==> src/rtl/clock_ctrl.sv <==
// Run/set control for a 12-hour BCD clock: 1 s prescaler, counter enables,
// AM/PM tracking and a RUN -> SET_HR -> SET_MIN mode machine with blink gating.
module clock_ctrl #(
  parameter int TICK_DIV = 50_000_000
) (
  input  logic       i_clk,
  input  logic       i_rst,
  input  logic       i_mode,
  input  logic       i_inc,
  input  logic [7:0] i_sec_q,
  input  logic [7:0] i_min_q,
  input  logic [7:0] i_hr_q,
  output logic       o_sec_en,
  output logic       o_min_en,
  output logic       o_hr_en,
  output logic       o_sec_clr,
  output logic       o_pm,
  output logic [1:0] o_mode,
  output logic       o_blink
);

  localparam int W = (TICK_DIV > 1) ? $clog2(TICK_DIV) : 1;
  localparam logic [W-1:0] LAST = W'(TICK_DIV - 1);
  localparam logic [W-1:0] HALF = W'(TICK_DIV / 2);

  typedef enum logic [1:0] {
    RUN     = 2'b00,
    SET_HR  = 2'b01,
    SET_MIN = 2'b10
  } state_t;

  state_t       r_state;
  state_t       w_state_next;
  logic [W-1:0] r_presc;
  logic [W-1:0] w_presc_next;
  logic         r_sec_en, r_min_en, r_hr_en, r_sec_clr, r_pm, r_blink;
  logic         w_sec_en_next, w_min_en_next, w_hr_en_next;
  logic         w_sec_clr_next, w_pm_next, w_blink_next;
  logic         w_tick, w_inc, w_sec59, w_min59, w_hr11, w_pm_flip;

  always_comb begin
    w_state_next = r_state;
    case (r_state)
      RUN:     if (i_mode) w_state_next = SET_HR;
      SET_HR:  if (i_mode) w_state_next = SET_MIN;
      SET_MIN: if (i_mode) w_state_next = RUN;
      default: w_state_next = RUN;
    endcase

    w_sec59 = (i_sec_q == 8'h59);
    w_min59 = (i_min_q == 8'h59);
    w_hr11  = (i_hr_q == 8'h11);
    w_tick  = (r_state == RUN) && (r_presc == LAST);
    // A mode pulse wins over a coincident increment pulse.
    w_inc   = i_inc && !i_mode;

    w_sec_clr_next = (r_state == SET_MIN) && i_mode;
    // Returning to RUN restarts the second so the first tick is a full period away.
    if (w_sec_clr_next || (r_presc == LAST)) w_presc_next = '0;
    else                                     w_presc_next = r_presc + 1'b1;

    w_sec_en_next = w_tick;
    w_min_en_next = (w_tick && w_sec59) || ((r_state == SET_MIN) && w_inc);
    w_hr_en_next  = (w_tick && w_sec59 && w_min59) || ((r_state == SET_HR) && w_inc);
    w_pm_flip     = (w_tick && w_hr11 && w_min59 && w_sec59) ||
                    ((r_state == SET_HR) && w_inc && w_hr11);
    w_pm_next     = r_pm ^ w_pm_flip;
    w_blink_next  = ((w_state_next == SET_HR) || (w_state_next == SET_MIN)) &&
                    (w_presc_next < HALF);
  end

  always_ff @(posedge i_clk) begin
    if (i_rst) begin
      r_state   <= RUN;
      r_presc   <= '0;
      r_sec_en  <= 1'b0;
      r_min_en  <= 1'b0;
      r_hr_en   <= 1'b0;
      r_sec_clr <= 1'b0;
      r_pm      <= 1'b0;
      r_blink   <= 1'b0;
    end else begin
      r_state   <= w_state_next;
      r_presc   <= w_presc_next;
      r_sec_en  <= w_sec_en_next;
      r_min_en  <= w_min_en_next;
      r_hr_en   <= w_hr_en_next;
      r_sec_clr <= w_sec_clr_next;
      r_pm      <= w_pm_next;
      r_blink   <= w_blink_next;
    end
  end

  assign o_sec_en  = r_sec_en;
  assign o_min_en  = r_min_en;
  assign o_hr_en   = r_hr_en;
  assign o_sec_clr = r_sec_clr;
  assign o_pm      = r_pm;
  assign o_mode    = r_state;
  assign o_blink   = r_blink;

endmodule

==> config.mk <==
export PLATFORM = sky130hd
export DESIGN_NAME = clock_ctrl
export DESIGN_NICKNAME = d
export VERILOG_FILES = /design/src/rtl/clock_ctrl.sv
export SDC_FILE = /design/constraint.sdc
export NUM_CORES = 1
export LEC_CHECK = 0
export ABC_CLOCK_PERIOD_IN_PS = 2100
export BUFFER_PORTS_ARGS = -buffer_cell sky130_fd_sc_hd__clkbuf_2
export CAP_MARGIN = 15
export CORE_MARGIN = 5
export CORE_UTILIZATION = 49
export DETAILED_ROUTE_END_ITERATION = 6
export PLACE_DENSITY = 0.73
export SYNTH_ARGS = -nofsm -noshare
export SYNTH_HDL_FRONTEND = slang
export SYNTH_SLANG_ARGS = --single-unit
==> constraint.sdc <==
create_clock -name i_clk -period 2.1 [get_ports i_clk]
set_input_delay 0.105 -clock i_clk [delete_from_list [all_inputs] [get_ports i_clk]]
set_output_delay 0.105 -clock i_clk [all_outputs]
set_load 0.05 [all_outputs]
==> results.sh <==
export IMPL_outcome="complete, no violations"
export IMPL_clk_pin_slew_worst_paths_ns=0.07
export IMPL_synthToLayoutAreaGrowth_pct=29.55
export IMPL_peakVddDrop_uv=359.6
export IMPL_synthCells=222
export IMPL_cp_required_ns=2.26
export IMPL_fmax_ghz=0.5072
export IMPL_finClkSkew_ns=0.005334
export IMPL_die_y_microns=72.01
export IMPL_met2_usage=0.2867
export IMPL_vias_per_cell=5.345
export IMPL_synth_area_leaders="dfxtp_1, nor2_1, xnor2_1"
export IMPL_hold_path_depth=2
export IMPL_netlist_area_sq_mm=0.001884
export IMPL_setup_viol=0
export IMPL_crit_arrival_ns=2.13
export IMPL_fin_crit_ns=1.972
export IMPL_multiInputGateArea_sq_mm=0.001184
export IMPL_synthXorXnorAreaFrac=0.1116
export IMPL_reg2reg_to="o_blink$_SDFF_PP0_"
export IMPL_drt_initial_drc_count=80
export IMPL_finalHoldViolations=0
export IMPL_synth_top_family_by_area="simple AND/OR/NAND/NOR gates"
export IMPL_tritoncts="done"
export IMPL_drv_slew=0
export IMPL_avgSynthCellArea_sq_um=8.488
export IMPL_cap_violations=0
export IMPL_gp_congestion=0.8598
export IMPL_fin_area_sq_mm=0.002441
export IMPL_async_reset_ff_frac=0
export IMPL_powerDensity_mw_per_mm2=532.0
export IMPL_grt_pass1_vias=1625
export IMPL_cts_htree_levels=2
export IMPL_grt_busiest_layer="met2"
export IMPL_routedWlPerCell_microns=13.43
export IMPL_routed_wl_microns=4433
export IMPL_antenna_found_initial=0
export IMPL_worstSetupEndpointType="flop"
export IMPL_rr_startpoint="r_presc[0]$_SDFF_PP0_"
export IMPL_p_leak_nw=0.9310
export IMPL_drt_drc_violations_left=0
export IMPL_cp_max_fo=5
export IMPL_overflow=0
export IMPL_layout_drive_gt1_share=0.3794
export IMPL_via_count=1764
export IMPL_grt_pass1_wl_microns=7320
export IMPL_port_buffers=35
export IMPL_crit_type="flop to flop"
export IMPL_initial_core_util=0.5109
export IMPL_num_rows=22
export IMPL_cts_made_buffers=5
export IMPL_die_area_sq_mm=0.005185
export IMPL_fillers=316
export IMPL_dr_pass1_iters=4
export IMPL_core_sq_mm=0.003689
export IMPL_ant_nets=0
export IMPL_ios=36
export IMPL_maxSlewHeadroom=0.6998
export IMPL_cts_sinks=34
export IMPL_fin_crit_sh=0.9388
export IMPL_tightest_slew_ns=0.4389
export IMPL_clockBufferDepth=2
export IMPL_clk_latency_ns=0.29
export IMPL_reg2reg_slack_ns=0.13
export IMPL_yosysTopAreaCell="dfxtp_1"
export IMPL_finalNetCount=310
export IMPL_grt_usage=0.1767
export IMPL_antenna_cells=0
export IMPL_yosysWarningCount=0
export IMPL_synth_simple_area_share=0.3718
export IMPL_synth_compound_area_frac=0.09562
export IMPL_hpwl_microns=3327
export IMPL_place_area_sq_mm=0.002253
export IMPL_ctsHoldBuffers=0
export IMPL_p_total_mw=1.299
export IMPL_die_x_microns=72.01
export IMPL_cts_root_buf="clkbuf_8"
export IMPL_hold_end="o_pm$_SDFF_PP0_"
export IMPL_ys_types=54
export IMPL_syn_nets=251
export IMPL_worstRegToRegCells=7
export IMPL_tns_ns=0
export IMPL_seq_area_frac_synth=0.3612
export IMPL_yosys_mux_area_fraction=0.005312
export IMPL_postLayoutCoreUtil=0.6618
export IMPL_synth_ff_type="dfxtp_1"
export IMPL_synth_edf_count=0
export IMPL_met3_usage=0.04848
export IMPL_synthAdderAreaFrac=0.006640
export IMPL_synth_seq_cells=34
export IMPL_seqCellArea_sq_um=694.4
export IMPL_start_kind="flop"
export IMPL_hp_start="i_rst"
export IMPL_met1_usage=0.2275
export IMPL_grt_max_degree=12
export IMPL_synth_top_cell_area_share=0.3612
export IMPL_hold_path_class="input pin to flop"
repair_timing:
action | 4_1_cts | 5_1_grt
gates resized for setup | 0 | 23
buffers inserted | 0 | 3
setup endpoints to repair | 0 | 4
cell type report:
type	instances	share of cell area
sequential	34	0.2845
inverter	4	0.006151
clock buffer	6	0.03383
clock inverter	2	0.005126
tap	48	0.02460
multi-input combinational	172	0.4849
timing repair buffer	64	0.1609
logic make-up after synthesis:
| family | Yosys count |
|---|---|
| buffers and inverters | 16 |
| DFF | 34 |
| adders and majority gates | 1 |
| and+or+nand+nor | 121 |
| AOI/OAI and AO/OA | 25 |
| xor gates and xnor gates | 24 |
| muxes | 1 |
cells in the mapped netlist, types with 2 or more instances:
cell,instances
a211oi_1,2
a21oi_1,4
and3_1,2
and3_2,2
and4_2,2
buf_2,4
buf_4,2
clkbuf_1,4
dfxtp_1,34
inv_1,4
nand2_1,9
nand3_1,13
nand3b_1,3
nand4_1,9
nand4b_1,2
nand4bb_1,2
nor2_1,38
nor2b_1,6
nor3_1,10
nor4_1,6
nor4bb_1,2
o21a_1,3
o21ai_0,3
o21ai_1,2
or3_1,3
xnor2_1,13
xor2_1,11
state kept, by name, indices dropped and copies added (netlist names):
register,cells
r_presc,26
o_sec_en,1
o_hr_en,1
o_mode,2
o_sec_clr,1
o_min_en,1
o_pm,1
o_blink,1
worst max-delay path by stage:
stage	startpoint	to	slack (ns)	cells after the start
floorplan	r_presc[1]$_SDFF_PP0_	o_blink$_SDFF_PP0_	0.04	8
global placement	r_presc[0]$_SDFF_PP0_	o_blink$_SDFF_PP0_	0.08	7
detailed placement	r_presc[0]$_SDFF_PP0_	o_blink$_SDFF_PP0_	0.03	7
CTS	r_presc[0]$_SDFF_PP0_	o_blink$_SDFF_PP0_	0.02	7
global route	r_presc[7]$_SDFF_PP0_	o_blink$_SDFF_PP0_	-0.0008	6
finish	r_presc[0]$_SDFF_PP0_	o_blink$_SDFF_PP0_	0.13	7
worst max-delay path, stage by stage (launching register included):
cell	delay (ns)
dfxtp_4	0.38
ha_4	0.18
nand4_4	0.09
or3_4	0.36
or2_4	0.28
xor2_1	0.15
a2111oi_2	0.29
a211oi_1	0.11
cell usage in the layout (no fill, tap or decap), types with 3 or more instances in the layout:
master / synthesis / routed
a21oi_1: 4 / 4
buf_4: 2 / 29
clkbuf_2: 0 / 35
clkbuf_8: 1 / 6
dfxtp_1: 34 / 25
dfxtp_2: 0 / 8
inv_1: 4 / 4
nand2_1: 9 / 9
nand3_1: 13 / 12
nand3b_1: 3 / 3
nand4_1: 9 / 9
nor2_1: 38 / 38
nor2b_1: 6 / 6
nor3_1: 10 / 8
nor4_1: 6 / 4
o21a_1: 3 / 3
xnor2_1: 13 / 13
xor2_1: 11 / 11
per-layer routing:
metal  up-vias  routed length (microns)  part of all wire
li1        909                        -                 -
met1       800                     1949              0.44
met2        48                     2128              0.48
met3         7                      286             0.065
met4         0                       69             0.016
met5         -                        0                 0
metrics by stage:
stage               hold WS (ns)  cells  setup WS, ns
floorplan                 0.2347    222       0.03504
global placement          0.4053    319       0.07852
detailed placement        0.4116    319       0.02838
CTS                       0.1023    327       0.02266
global route              0.1071    330    -0.0008105
finish                    0.1049    330        0.1285
where the power goes:
group | leakage [nW] | switching (mW) | total (mW) | internal (mW)
Clock | 0.0472 | 0.243 | 0.507 | 0.263
Sequential | 0.279 | 0.0129 | 0.671 | 0.658
Combinational | 0.604 | 0.0668 | 0.121 | 0.0540
Total | 0.931 | 0.323 | 1.30 | 0.976
No activity file was read; power rests on OpenSTA's default activity.
